### config.mk
export PLATFORM = sky130hd
export DESIGN_NAME = router_egress_port
export DESIGN_NICKNAME = d
export VERILOG_FILES = /design/src/rtl/router_egress_port.sv
export SDC_FILE = /design/constraint.sdc
export NUM_CORES = 1
export LEC_CHECK = 0
export ABC_AREA = 1
export CAP_MARGIN = 20
export CORE_MARGIN = 1
export CORE_UTILIZATION = 33
export CTS_CLUSTER_DIAMETER = 200
export DETAILED_ROUTE_END_ITERATION = 16
export MAX_ROUTING_LAYER = met4
export PLACE_DENSITY = 0.55
export SYNTH_ARGS = -nofsm -noshare
export SYNTH_HDL_FRONTEND = slang
export SYNTH_SLANG_ARGS = --single-unit
### constraint.sdc
create_clock -name clk -period 3.94 [get_ports clk]
set_clock_uncertainty 0.2 [all_clocks]
set_input_delay 0.591 -clock clk [delete_from_list [all_inputs] [get_ports clk]]
set_output_delay 0.591 -clock clk [all_outputs]
set_load 0.005 [all_outputs]
### src/rtl/router_egress_port.sv
// Egress side of one router output FIFO: pops header/payload/parity bytes and forwards them
// on a valid/ready stream with SOP/EOP framing, parity checking and a stall timeout.
module router_egress_port #(
  parameter int TIMEOUT_CYCLES = 30
) (
  input  logic       clk,
  input  logic       resetn,
  input  logic       fifo_empty,
  input  logic [7:0] fifo_dout,
  output logic       fifo_rd_en,
  output logic       fifo_soft_reset,
  output logic [7:0] m_data,
  output logic       m_valid,
  input  logic       m_ready,
  output logic       m_sop,
  output logic       m_eop,
  output logic       pkt_done,
  output logic       parity_err,
  output logic       pkt_abort,
  output logic       busy,
  output logic [1:0] state_o
);

  // Handshake: a byte moves when m_valid & m_ready in the same cycle; while m_valid=1 and
  // m_ready=0 the byte and its sop/eop flags hold stable until accepted or the port aborts.

  localparam int TW = (TIMEOUT_CYCLES > 2) ? $clog2(TIMEOUT_CYCLES) : 1;
  localparam logic [TW-1:0] TMO_LAST = TW'(TIMEOUT_CYCLES - 1);

  typedef enum logic [1:0] {S_IDLE, S_HDR, S_BODY, S_DRAIN} state_e;

  typedef struct packed {
    logic       sop;
    logic       eop;
    logic [7:0] data;
  } beat_t;

  state_e          state_q;
  beat_t [1:0]     buf_q, buf_d;
  logic [1:0]      occ_q, occ_d;
  logic            inflight_q;
  logic [6:0]      req_left_q;
  logic [7:0]      acc_q;
  logic            err_q;
  logic [TW-1:0]   tmo_q;
  logic            pkt_done_q, parity_err_q, pkt_abort_q;

  logic            pop, push, stall, timeout, last_push, read_permit, room;
  logic [2:0]      fill;
  beat_t           new_beat;

  assign m_valid   = (occ_q != 2'd0);
  assign pop       = m_valid & m_ready;
  assign stall     = m_valid & ~m_ready;
  assign push      = inflight_q;
  assign timeout   = resetn & stall & (tmo_q == TMO_LAST);
  // The parity byte is the one whose read took req_left from 1 to 0.
  assign last_push = push & (state_q == S_BODY) & (req_left_q == 7'd0);

  assign read_permit = (state_q == S_IDLE) | ((state_q == S_BODY) & (req_left_q != 7'd0));
  assign fill        = {1'b0, occ_q} + {2'b00, inflight_q} - {2'b00, pop};
  assign room        = (fill < 3'd2);
  assign fifo_rd_en  = resetn & ~fifo_empty & read_permit & room & ~timeout;

  assign fifo_soft_reset = timeout;
  assign m_data     = buf_q[0].data;
  assign m_sop      = buf_q[0].sop;
  assign m_eop      = buf_q[0].eop;
  assign pkt_done   = pkt_done_q;
  assign parity_err = parity_err_q;
  assign pkt_abort  = pkt_abort_q;
  assign busy       = (state_q != S_IDLE);
  assign state_o    = state_q;

  assign new_beat = '{sop: (state_q == S_HDR), eop: last_push, data: fifo_dout};

  always_comb begin
    buf_d = buf_q;
    occ_d = occ_q;
    if (pop) begin
      buf_d[0] = buf_q[1];
      occ_d    = occ_q - 2'd1;
    end
    if (push) begin
      if (occ_d == 2'd0) buf_d[0] = new_beat;
      else               buf_d[1] = new_beat;
      occ_d = occ_d + 2'd1;
    end
  end

  always_ff @(posedge clk) begin
    if (!resetn) begin
      state_q      <= S_IDLE;
      buf_q        <= '0;
      occ_q        <= 2'd0;
      inflight_q   <= 1'b0;
      req_left_q   <= 7'd0;
      acc_q        <= 8'h00;
      err_q        <= 1'b0;
      tmo_q        <= '0;
      pkt_done_q   <= 1'b0;
      parity_err_q <= 1'b0;
      pkt_abort_q  <= 1'b0;
    end else begin
      pkt_done_q   <= 1'b0;
      parity_err_q <= 1'b0;
      pkt_abort_q  <= timeout;
      if (timeout) begin
        // Drop everything for the stalled packet; the FIFO is cleared by the same pulse.
        state_q    <= S_IDLE;
        buf_q      <= '0;
        occ_q      <= 2'd0;
        inflight_q <= 1'b0;
        req_left_q <= 7'd0;
        acc_q      <= 8'h00;
        err_q      <= 1'b0;
        tmo_q      <= '0;
      end else begin
        buf_q      <= buf_d;
        occ_q      <= occ_d;
        inflight_q <= fifo_rd_en;
        tmo_q      <= stall ? tmo_q + TW'(1) : '0;
        if (fifo_rd_en && state_q == S_BODY) req_left_q <= req_left_q - 7'd1;
        case (state_q)
          S_IDLE: if (fifo_rd_en) state_q <= S_HDR;
          S_HDR: if (push) begin
            req_left_q <= {1'b0, fifo_dout[7:2]} + 7'd1;
            acc_q      <= fifo_dout;
            err_q      <= 1'b0;
            state_q    <= S_BODY;
          end
          S_BODY: if (push) begin
            if (last_push) begin
              err_q   <= (fifo_dout != acc_q);
              state_q <= S_DRAIN;
            end else begin
              acc_q <= acc_q ^ fifo_dout;
            end
          end
          S_DRAIN: if (pop && buf_q[0].eop) begin
            state_q      <= S_IDLE;
            pkt_done_q   <= 1'b1;
            parity_err_q <= err_q;
          end
          default: state_q <= S_IDLE;
        endcase
      end
    end
  end

endmodule

==> flow_summary.rst <==
.. list-table::
   :header-rows: 1

   * - Metric
     - Value
   * - Number of sinks on the clock net
     - 49
   * - Via count
     - 2331
   * - Global-route wire length before repair
     - 10300 um
   * - Initial Util
     - 34.2%
   * - Worst IR Drop VDD
     - 0.226 mV
   * - Net count of the finished layout
     - 408
   * - Top_reg_cell synth
     - sky130_fd_sc_hd__dfxtp_1
   * - Number of CTS-inserted buffers
     - 5
   * - Total non-filler cell area in the finished layout
     - 0.00313 mm^2
   * - Cells after DPL
     - 476
   * - Post-layout instance count excluding filler cells
     - 486
   * - Sequential area share after synthesis
     - 37.0%
   * - Clk pin slew, worst setup/hold paths
     - 0.09 ns
   * - Hold slack
     - 0.268 ns
   * - Type of the tightest min-delay check
     - reg -> reg
   * - Critical-path top delay cell
     - sky130_fd_sc_hd__clkdlybuf4s50_1
   * - Number of instances in the synthesized netlist
     - 359
   * - Number of global-route vias before repair
     - 2116
   * - Violation count after the first detailed-routing iteration
     - 94
   * - Core Box Area
     - 0.00777 mm^2
   * - Cell at the root of the clock tree
     - sky130_fd_sc_hd__clkbuf_8
   * - Number of H-tree levels
     - 2
   * - Final Setup Violations
     - 0
   * - Highest fanout seen on the critical path
     - 2
   * - Core Rows
     - 32
   * - Worst slew slack as a fraction of its limit
     - 64.4%
   * - DRC errors left
     - 0
   * - Full die area
     - 0.00840 mm^2
   * - Slack of the critical path
     - 0.170 ns
   * - Overall track demand over capacity in global routing
     - 16.0%
   * - CP Cell Sequence
     - clkdlybuf4s50_1, nand2_1, inv_1, ha_1, or2_2, fa_1, inv_1, nor2_2, nand2_1, nor2_1, nand3_1, nor2_2, dlygate4sd2_1
   * - Via/cell ratio
     - 4.80
   * - Setup Crit Path Kind
     - in -> out
   * - Maximum capacitance violations
     - 0
   * - Die Wd
     - 91.7 um
   * - Top-level I/O count
     - 31
   * - Number of endpoints with negative hold slack in the final report
     - 0
   * - Worst path required time
     - 3.15 ns
   * - Area grow syn2layout
     - 18.1%
   * - Biggest cell delay along the critical path
     - 0.48 ns
   * - Port Buffers
     - 30
   * - Dpl hpwl
     - 4390 um
   * - Highest attainable clock frequency
     - 0.265 GHz
   * - Actual slew at the worst max-slew pin
     - 0.534 ns
   * - Avg WL per Cell
     - 12.4 um
   * - TritonCTS clock tree
     - done
   * - Count of TritonRoute iterations in the first routing pass
     - 4
   * - Final critical path time including I/O delays and setup
     - 3.77 ns
   * - Fraction of final layout cells with drive strength greater than 1
     - 8.59%
   * - Bufs on Longest Clock Path
     - 2
   * - Total cell area at the placement stage
     - 0.00300 mm^2
   * - Number of nets produced by synthesis
     - 384
   * - Antenna diodes
     - 0
   * - Share of the clock period used by the worst path after layout
     - 95.7%
   * - Outcome
     - finished clean
   * - Final ANT Viol Nets
     - 0
   * - Number of enable-type register cells in the synthesized netlist
     - 0
   * - Clock Latency Late Sink
     - 0.31 ns
   * - Pwr per Cell Area
     - 589 mW/mm^2
   * - Mean Syn Cell Area
     - 7.39 um^2
   * - Chip Height
     - 91.7 um
   * - Routability congestion estimate from global placement
     - 0.779
   * - Endpoint type of the worst setup path
     - primary output
   * - Detailed-route wire length
     - 6040 um
   * - Count of final max-slew check failures
     - 0
   * - Total of warnings raised by yosys
     - 0
   * - Initial antenna violation count
     - 0
   * - Post-synth design cell area
     - 0.00265 mm^2
   * - Share of synthesized flip-flops with an asynchronous set or reset
     - 0%
   * - Utilization after layout
     - 40.4%
   * - Number of different library cells in the post-synthesis netlist
     - 37
   * - Leakage Power
     - 1.31 nW
   * - Sort of element at the start of the critical path
     - input pin
   * - Worst setup slack before clock tree synthesis
     - -0.164 ns
   * - Gr ovfl total
     - 0
   * - Data arrival time of the critical path
     - 2.98 ns
   * - Largest net degree at the start of global routing
     - 25
   * - Yosys reg bits
     - 49
-- kinds of logic (layout without fill, tap and decap cells) --
logic type | after synthesis | in the layout | share of synthesized area (%)
AOI/OAI and AO/OA | 75 | 75 | 15.6
DFF | 49 | 49 | 37.0
and+or+nand+nor | 146 | 146 | 25.6
xor gates and xnor gates | 15 | 15 | 4.95
adders and majority gates | 13 | 13 | 6.41
buffers and inverters | 61 | 86 | 10.6
-- cell type report --
type | instances | area (um^2)
Fill cell | 840 | 4630
Tap cell | 102 | 128
Multi-Input combinational cell | 249 | 1400
Timing Repair Buffer | 39 | 367
Clock buffer | 5 | 68.8
Sequential cell | 49 | 981
Clock inverter | 3 | 46.3
Inverter | 39 | 146
-- critical path, delay by kind of cell --
| family | cells | cell delay (ns) |
|---|---|---|
| and+or+nand+nor | 7 | 0.86 |
| buffers and inverters | 4 | 0.83 |
| adders and majority gates | 2 | 0.69 |
-- layer usage --
metal	share of wire, %	track usage, %	vias to the layer above
met5	0	-	-
met4	1.2	4.76	0
met3	4.4	3.32	6
met2	45	24.7	38
met1	50	21.0	1074
li1	-	-	1213
-- stage by stage --
step | TNS, ns | power, W
2_1_floorplan | 0 | 0.00124
3_3_place_gp | -0.110 | 0.00147
3_5_place_dp | -0.164 | 0.00148
4_1_cts | 0 | 0.00187
5_1_grt | -0.000547 | 0.00201
6_report | 0 | 0.00185
-- flip-flops by register name, indices dropped and copies added (netlist names), 2 cells and up --
register / cells
occ_q: 2
m_data: 8
tmo_q: 5
req_left_q: 7
state_o: 2
buf_q: 10
acc_q: 8
-- final timing paths --
path / startpoint / end / slack, ns / depth (start not counted)
max: m_ready / fifo_rd_en / 0.17 / 13
max reg2reg: occ_q[0] / req_left_q[4] / 0.84 / 19
min: buf_q[18] / buf_q[18] / 0.27 / 2
min reg2reg: buf_q[18] / buf_q[18] / 0.27 / 2
-- report_power, final --
group / internal [W] / switching, W
clock network: 0.000190 / 0.000182
logic: 0.000348 / 0.000473
registers: 0.000592 / 0.0000613
-- cells in the final DEF, fill, tap and decap left out, types with 2 or more instances in the layout --
cell type                          n
sky130_fd_sc_hd__a211oi_1          5
sky130_fd_sc_hd__nand3b_1          2
sky130_fd_sc_hd__a31oi_1           8
sky130_fd_sc_hd__buf_4             9
sky130_fd_sc_hd__nand3_1          23
sky130_fd_sc_hd__nand2_1          67
sky130_fd_sc_hd__o21ai_1           7
sky130_fd_sc_hd__o21ai_0          20
sky130_fd_sc_hd__nand2_4           2
sky130_fd_sc_hd__clkbuf_8          5
sky130_fd_sc_hd__nor2_2            3
sky130_fd_sc_hd__nor2_4            2
sky130_fd_sc_hd__nor3b_1           2
sky130_fd_sc_hd__dfxtp_1          49
sky130_fd_sc_hd__nor3_1            2
sky130_fd_sc_hd__a21oi_1          30
sky130_fd_sc_hd__inv_1            36
sky130_fd_sc_hd__xnor2_1           7
sky130_fd_sc_hd__clkdlybuf4s50_1  29
sky130_fd_sc_hd__o31ai_1           2
sky130_fd_sc_hd__nor2_1           33
sky130_fd_sc_hd__xor2_1            8
sky130_fd_sc_hd__nand2_2           2
sky130_fd_sc_hd__ha_1             12
sky130_fd_sc_hd__nand4_1           3
sky130_fd_sc_hd__inv_2             2
-- synthesized netlist by cell type, drive strengths merged, types with 5 or more instances --
cell    instances  share of area, %
dfxtp          49                37
ha             12               5.7
nor2           38               6.0
a211oi          5               1.4
a21oi          30               5.7
xnor2           7               2.3
o21ai          28               5.4
nand2          71                11
a31oi           8               1.9
inv            38               5.4
xor2            8               2.6
nand3          25               5.4
buf            20               4.8
-- timing repair --
action | 4_1_cts | 5_1_grt
resized for setup | 2 | 1
hold buffers | 0 | 0
pin swaps | 1 | 1
hold endpoints to repair | 0 | 0
buffers inserted | 1 | 1
endpoints found under the setup margin | 1 | 1
No activity file was read; power rests on OpenSTA's default activity.
